===== src/rtl/uart_pkg.sv =====
// Shared types and helpers for the UART receive path.
package uart_pkg;

  typedef enum logic [2:0] {
    IDLE   = 3'd0,
    START  = 3'd1,
    DATA   = 3'd2,
    PARITY = 3'd3,
    STOP   = 3'd4,
    BREAK  = 3'd5
  } rx_state_t;

  localparam int unsigned DATA_BITS = 8;

  // Clocks per oversample tick, rounded to nearest.
  function automatic int unsigned baud_div(input int unsigned clk_hz,
                                           input int unsigned baud,
                                           input int unsigned os);
    int unsigned den;
    den = baud * os;
    return (clk_hz + den / 2) / den;
  endfunction

endpackage


===== src/rtl/uart_baud_tick.sv =====
// Oversample tick generator: one-cycle pulse every DIV clocks, restartable.
module uart_baud_tick #(
  parameter int unsigned DIV = 54
) (
  input  logic clk,
  input  logic rst_n,
  input  logic clear,
  output logic tick
);

  localparam int unsigned CW = (DIV > 1) ? $clog2(DIV) : 1;
  localparam logic [CW-1:0] CNT_LAST = CW'(DIV - 1);

  logic [CW-1:0] cnt;

  // Divider counter, wraps explicitly at DIV-1 and restarts on clear.
  always_ff @(posedge clk or negedge rst_n) begin
    if (!rst_n) begin
      cnt <= '0;
    end else if (clear || (cnt == CNT_LAST)) begin
      cnt <= '0;
    end else begin
      cnt <= CW'(cnt + 1'b1);
    end
  end

  assign tick = (cnt == CNT_LAST);

endmodule


===== src/rtl/uart_rx_byte.sv =====
// UART byte receiver: 2-FF sync, 3-sample majority vote, 8N1 framing.
// Build option: define UART_PARITY_EN for 8E1 framing with parity_err reporting.
module uart_rx_byte
  import uart_pkg::*;
#(
  parameter int unsigned CLK_HZ     = 100_000_000,
  parameter int unsigned BAUD       = 115_200,
  parameter int unsigned OVERSAMPLE = 16
) (
  input  logic       clk,
  input  logic       rst_n,
  input  logic       rx,
  output logic [7:0] rx_data,
  output logic       rx_valid,
  output logic       frame_err,
  output logic       parity_err,
  output logic       busy
);

  localparam int unsigned DIV  = baud_div(CLK_HZ, BAUD, OVERSAMPLE);
  localparam int unsigned M    = OVERSAMPLE / 2;
  localparam int unsigned SCW  = $clog2(OVERSAMPLE);
  localparam int unsigned IDXW = $clog2(DATA_BITS);

  localparam logic [SCW-1:0]  SC_LAST  = SCW'(OVERSAMPLE - 1);
  localparam logic [SCW-1:0]  SC_V0    = SCW'(M - 1);
  localparam logic [SCW-1:0]  SC_V1    = SCW'(M);
  localparam logic [SCW-1:0]  SC_V2    = SCW'(M + 1);
  localparam logic [IDXW-1:0] IDX_LAST = IDXW'(DATA_BITS - 1);

  localparam logic [2:0] S_IDLE   = 3'(IDLE);
  localparam logic [2:0] S_START  = 3'(START);
  localparam logic [2:0] S_DATA   = 3'(DATA);
`ifdef UART_PARITY_EN
  localparam logic [2:0] S_PARITY = 3'(PARITY);
`endif
  localparam logic [2:0] S_STOP   = 3'(STOP);
  localparam logic [2:0] S_BREAK  = 3'(BREAK);

  logic            rx_meta, rx_s, rx_prev;
  logic [2:0]      state, state_nxt;
  logic [SCW-1:0]  sc;
  logic            v0, v1;
  logic [7:0]      shift, shift_nxt;
  logic [IDXW-1:0] idx, idx_nxt;
  logic [7:0]      rx_data_nxt;
  logic            valid_nxt, ferr_nxt;
  logic            tick;
  logic            clear_c;
  logic            vote_c;
  logic            vote_now_c;
`ifdef UART_PARITY_EN
  logic            perr, perr_nxt;
  logic            perr_pulse_nxt;
`endif

  // Two-flop synchronizer plus one-cycle history for falling-edge detect.
  always_ff @(posedge clk or negedge rst_n) begin
    if (!rst_n) begin
      rx_meta <= 1'b1;
      rx_s    <= 1'b1;
      rx_prev <= 1'b1;
    end else begin
      rx_meta <= rx;
      rx_s    <= rx_meta;
      rx_prev <= rx_s;
    end
  end

  uart_baud_tick #(.DIV(DIV)) u_tick (
    .clk   (clk),
    .rst_n (rst_n),
    .clear (clear_c),
    .tick  (tick)
  );

  // Sample counter within a bit and the first two vote samples.
  always_ff @(posedge clk or negedge rst_n) begin
    if (!rst_n) begin
      sc <= '0;
      v0 <= 1'b1;
      v1 <= 1'b1;
    end else if (clear_c) begin
      sc <= '0;
    end else if (tick) begin
      sc <= (sc == SC_LAST) ? '0 : SCW'(sc + 1'b1);
      if (sc == SC_V0) v0 <= rx_s;
      if (sc == SC_V1) v1 <= rx_s;
    end
  end

  assign vote_c     = (v0 & v1) | (v0 & rx_s) | (v1 & rx_s);
  assign vote_now_c = tick && (sc == SC_V2);

  // Next-state, datapath and output-pulse decode.
  always_comb begin
    state_nxt   = state;
    shift_nxt   = shift;
    idx_nxt     = idx;
    rx_data_nxt = rx_data;
    valid_nxt   = 1'b0;
    ferr_nxt    = 1'b0;
    clear_c     = 1'b0;
`ifdef UART_PARITY_EN
    perr_nxt       = perr;
    perr_pulse_nxt = 1'b0;
`endif
    case (state)
      S_IDLE: begin
        if (rx_prev && !rx_s) begin
          state_nxt = S_START;
          clear_c   = 1'b1;
`ifdef UART_PARITY_EN
          perr_nxt  = 1'b0;
`endif
        end
      end
      S_START: begin
        if (vote_now_c) begin
          if (vote_c) begin
            state_nxt = S_IDLE;
          end else begin
            state_nxt = S_DATA;
            idx_nxt   = '0;
          end
        end
      end
      S_DATA: begin
        if (vote_now_c) begin
          shift_nxt[idx] = vote_c;
          if (idx == IDX_LAST) begin
`ifdef UART_PARITY_EN
            state_nxt = S_PARITY;
`else
            state_nxt = S_STOP;
`endif
          end else begin
            idx_nxt = IDXW'(idx + 1'b1);
          end
        end
      end
`ifdef UART_PARITY_EN
      S_PARITY: begin
        if (vote_now_c) begin
          perr_nxt  = (vote_c != ^shift);
          state_nxt = S_STOP;
        end
      end
`endif
      S_STOP: begin
        if (vote_now_c) begin
          if (!vote_c) begin
            ferr_nxt  = 1'b1;
            state_nxt = S_BREAK;
`ifdef UART_PARITY_EN
          end else if (perr) begin
            perr_pulse_nxt = 1'b1;
            state_nxt      = S_IDLE;
`endif
          end else begin
            rx_data_nxt = shift;
            valid_nxt   = 1'b1;
            state_nxt   = S_IDLE;
          end
        end
      end
      S_BREAK: begin
        if (rx_s) state_nxt = S_IDLE;
      end
      default: state_nxt = S_IDLE;
    endcase
  end

  // State, datapath and registered outputs.
  always_ff @(posedge clk or negedge rst_n) begin
    if (!rst_n) begin
      state     <= S_IDLE;
      shift     <= '0;
      idx       <= '0;
      rx_data   <= 8'h00;
      rx_valid  <= 1'b0;
      frame_err <= 1'b0;
      busy      <= 1'b0;
    end else begin
      state     <= state_nxt;
      shift     <= shift_nxt;
      idx       <= idx_nxt;
      rx_data   <= rx_data_nxt;
      rx_valid  <= valid_nxt;
      frame_err <= ferr_nxt;
      busy      <= (state_nxt != S_IDLE);
    end
  end

`ifdef UART_PARITY_EN
  // Sticky parity flag for the current frame and its output pulse.
  always_ff @(posedge clk or negedge rst_n) begin
    if (!rst_n) begin
      perr       <= 1'b0;
      parity_err <= 1'b0;
    end else begin
      perr       <= perr_nxt;
      parity_err <= perr_pulse_nxt;
    end
  end
`else
  assign parity_err = 1'b0;
`endif

endmodule


===== config.mk =====
export PLATFORM = sky130hd
export DESIGN_NAME = uart_rx_byte
export DESIGN_NICKNAME = d
export VERILOG_FILES = /design/src/rtl/uart_pkg.sv /design/src/rtl/uart_baud_tick.sv /design/src/rtl/uart_rx_byte.sv
export SDC_FILE = /design/constraint.sdc
export NUM_CORES = 1
export LEC_CHECK = 0
export BUFFER_PORTS_ARGS = -buffer_cell sky130_fd_sc_hd__buf_2
export CORE_ASPECT_RATIO = 1.4
export CORE_UTILIZATION = 30
export DETAILED_ROUTE_END_ITERATION = 10
export PLACE_DENSITY_LB_ADDON = 0.2
export SLEW_MARGIN = 40
export SYNTH_ARGS = -nofsm -noshare
export SYNTH_HDL_FRONTEND = slang
export SYNTH_SLANG_ARGS = --single-unit

===== constraint.sdc =====
create_clock -name clk -period 2.1 [get_ports clk]
set_input_delay 0.21 -clock clk [delete_from_list [all_inputs] [get_ports clk]]
set_output_delay 0.21 -clock clk [all_outputs]
set_load 0.1 [all_outputs]

==> results.yml <==
outcome:
  status: "complete, no violations"
detailed_routing:
  route.detailed.drc: 0
  dr.pass1.iters: 4
  totalWireLength_um: 3700
  dr_total_vias: 1304
  drtIter0Drc: 76
  vias_per_cell: 5.05
  ant_nets: 0
  drt-wirelength-per-cell_um: 14.3
layout:
  regArea_um2: 1010
  antenna-diode-count: 0
  drive_above_1_share: 0.317
  fin_area_um2: 2240
  multi_input_comb_area_um2: 846
  fin_nets: 195
  instances_no_fill: 258
  final_util: 0.360
  syn_to_final_growth_pct: 16.6
  nFillCells: 633
logic_synthesis:
  seq_area_frac_synth: 0.525
  yosys.cell_count.top_type: "dfrtp_1"
  synth_nets: 170
  synthesis.area_um2: 1920
  netlist_top_cells_count: "35 x dfrtp_1, 19 x mux2_2, 14 x nor2_1"
  synth_edf_count: 0
  ys_ff_latch: 40
  synth-main-ff-cell: "dfrtp_1"
  synth_largest_area_cell: "dfrtp_1"
  synth_area_leaders: "dfrtp_1 46%, mux2_2 11%, dfstp_2 6.8%, ha_1 4.6%, nor2_1 2.7%"
  syn_avg_cell_area_um2: 12.0
  synth_cell_types: 43
  async_flop_share: 1.00
  ys_warn_count: 0
  synth_cells: 160
  synth_top_area_share: 0.457
floorplan:
  row_count: 34
  io_pins: 15
  die_x_um: 69.6
  die_h_um: 96.6
  core-area_um2: 6210
  start_util: 0.309
  dieArea_um2: 6720
pwr:
  power.share.clock: 0.338
  ir_worst_vdd_v: 0.000257
  switching_share: 0.281
  pwr-share-comb: 0.163
  p_int_uw: 1320
  p_leak_uw: 0.00105
  power.density_nw_per_um2: 822
  power_frac_seq: 0.499
  p_switching_uw: 516
clocking:
  cts_buffer_depth: 2
  clk_latency_ps: 300
  path_clk_slew_ps: 80
  h-tree-depth: 2
  cts_buffers: 5
  cts_tree: "done"
  postCtsSetupBuffers: 0
  root_buffer: "clkbuf_8"
  numClockSinks: 40
critical_path:
  crit_required_ps: 2280
  crit_arrival_ps: 2150
  path_class: "reg2reg"
  crit_path_start_kind: "register"
  crit_path_end_kind: "register"
  cp_max_fo: 5
sta:
  finClkSkew_ps: 12.0
  period_needed_ps: 1970
  fin_tns_setup_ps: 0
  hold_viol: 0
  final_max_slew_viol_count: 0
  fmax_mhz: 507
  maxSlewHeadroom: 0.659
  min_period_over_period: 0.940
  setup_viol: 0
  rsz0062_at_grt: "false"
  worst_pin_slew_ps: 511
grt:
  grt_first_pass_wirelength_um: 6310
  grt_remaining_overflow: 0
  grt_pass1_vias: 1329
  antenna_found_initial: 0
  track_usage: 0.118
  grt_max_degree: 41
placement:
  placed_cell_area_um2: 2100
  io_buffers: 13
  dp_hpwl_um: 2660
  gp_congestion: 0.844
  dpl.cell_count: 248
hold_path:
  hold_class: "reg2reg"
job:
  max_cap_violations: 0
[placed cells by master (no fill, tap or decap), drive strengths merged, types with 4 or more instances in the layout]
| cell type | Yosys | layout |
|---|---|---|
| dfrtp | 35 | 35 |
| buf | 4 | 24 |
| mux2 | 19 | 19 |
| nor2 | 14 | 14 |
| nand2 | 7 | 7 |
| nand3 | 7 | 7 |
| ha | 7 | 7 |
| clkbuf | 3 | 6 |
| nand4b | 5 | 5 |
| dfstp | 5 | 5 |
| inv | 4 | 4 |
| nor3 | 4 | 4 |
[cell type report]
cell class / count / share of cell area
clock inverter: 2 / 0.0157
clock buffer: 6 / 0.0325
sequential: 40 / 0.450
inverter: 4 / 0.00672
multi-input combinational: 108 / 0.378
tap: 72 / 0.0403
timing repair buffer: 26 / 0.0761
[power groups by stage]
stage	Clock, uW	Sequential (uW)	Combinational [uW]
2_1_floorplan	0	944	205
5_1_grt	678	928	338
6_report	621	916	300
3_5_place_dp	0	932	298
3_3_place_gp	0	932	288
4_1_cts	647	917	301
[path summary, 6_finish.rpt]
kind | slack (ps) | startpoint | endpoint | cells after the start
max | 130 | sc[1]$_DFFE_PN0N_ | busy$_DFF_PN0_ | 6
min | 360 | rx_meta$_DFF_PN1_ | rx_s$_DFF_PN1_ | 0
max reg2reg | 130 | sc[1]$_DFFE_PN0N_ | busy$_DFF_PN0_ | 6
min reg2reg | 360 | rx_meta$_DFF_PN1_ | rx_s$_DFF_PN1_ | 0
max in group asynchronous | 1300 | rst_n | v1$_DFFE_PN1P_ | 2
min in group asynchronous | 430 | rst_n | idx[2]$_DFFE_PN0P_ | 2
[kinds of logic (layout without fill, tap and decap cells)]
kind of cell,count (synthesis),after routing,synth area share
and+or+nand+nor,61,61,0.197
DFF,40,40,0.525
muxes,19,19,0.112
AOI/OAI and AO/OA,14,14,0.0515
buffers and inverters,12,38,0.0372
adders and majority gates,8,8,0.0528
xor gates and xnor gates,5,5,0.0228
other,1,1,0.00196
[critical path: stages (launching register included)]
cell      delay, ps
dfrtp_1         420
inv_1            90
ha_1            170
nand4b_1        120
or2_1           290
a211o_1         300
or4b_1          460
[metal layers]
metal,global-route usage,up-vias,wire [um]
li1,-,624,-
met1,0.137,651,1580
met2,0.204,23,1940
met3,0.0292,6,120
met4,0.0471,0,64
met5,0,-,0
[registers in the layout, summed over array words and instances (netlist names), 3 cells and up]
signal,count
rx_data,8
sc,4
state,3
u_tick.cnt,6
idx,3
shift,8
[metrics by stage]
step	hold slack, ps	total power [uW]	setup WS [ps]
floorplan	-85.6	1150	202
global placement	318	1220	160
detailed placement	221	1230	137
CTS	0.974	1870	124
global route	362	1940	3.98
finish	359	1840	127
[timing repair]
| item | CTS | global route |
|---|---|---|
| endpoints found under the hold margin | 35 | 1 |
| hold buffers | 1 | 1 |
| gates resized for setup | 0 | 1 |
| setup endpoints to repair | 0 | 1 |
No activity file was read; power rests on OpenSTA's default activity.
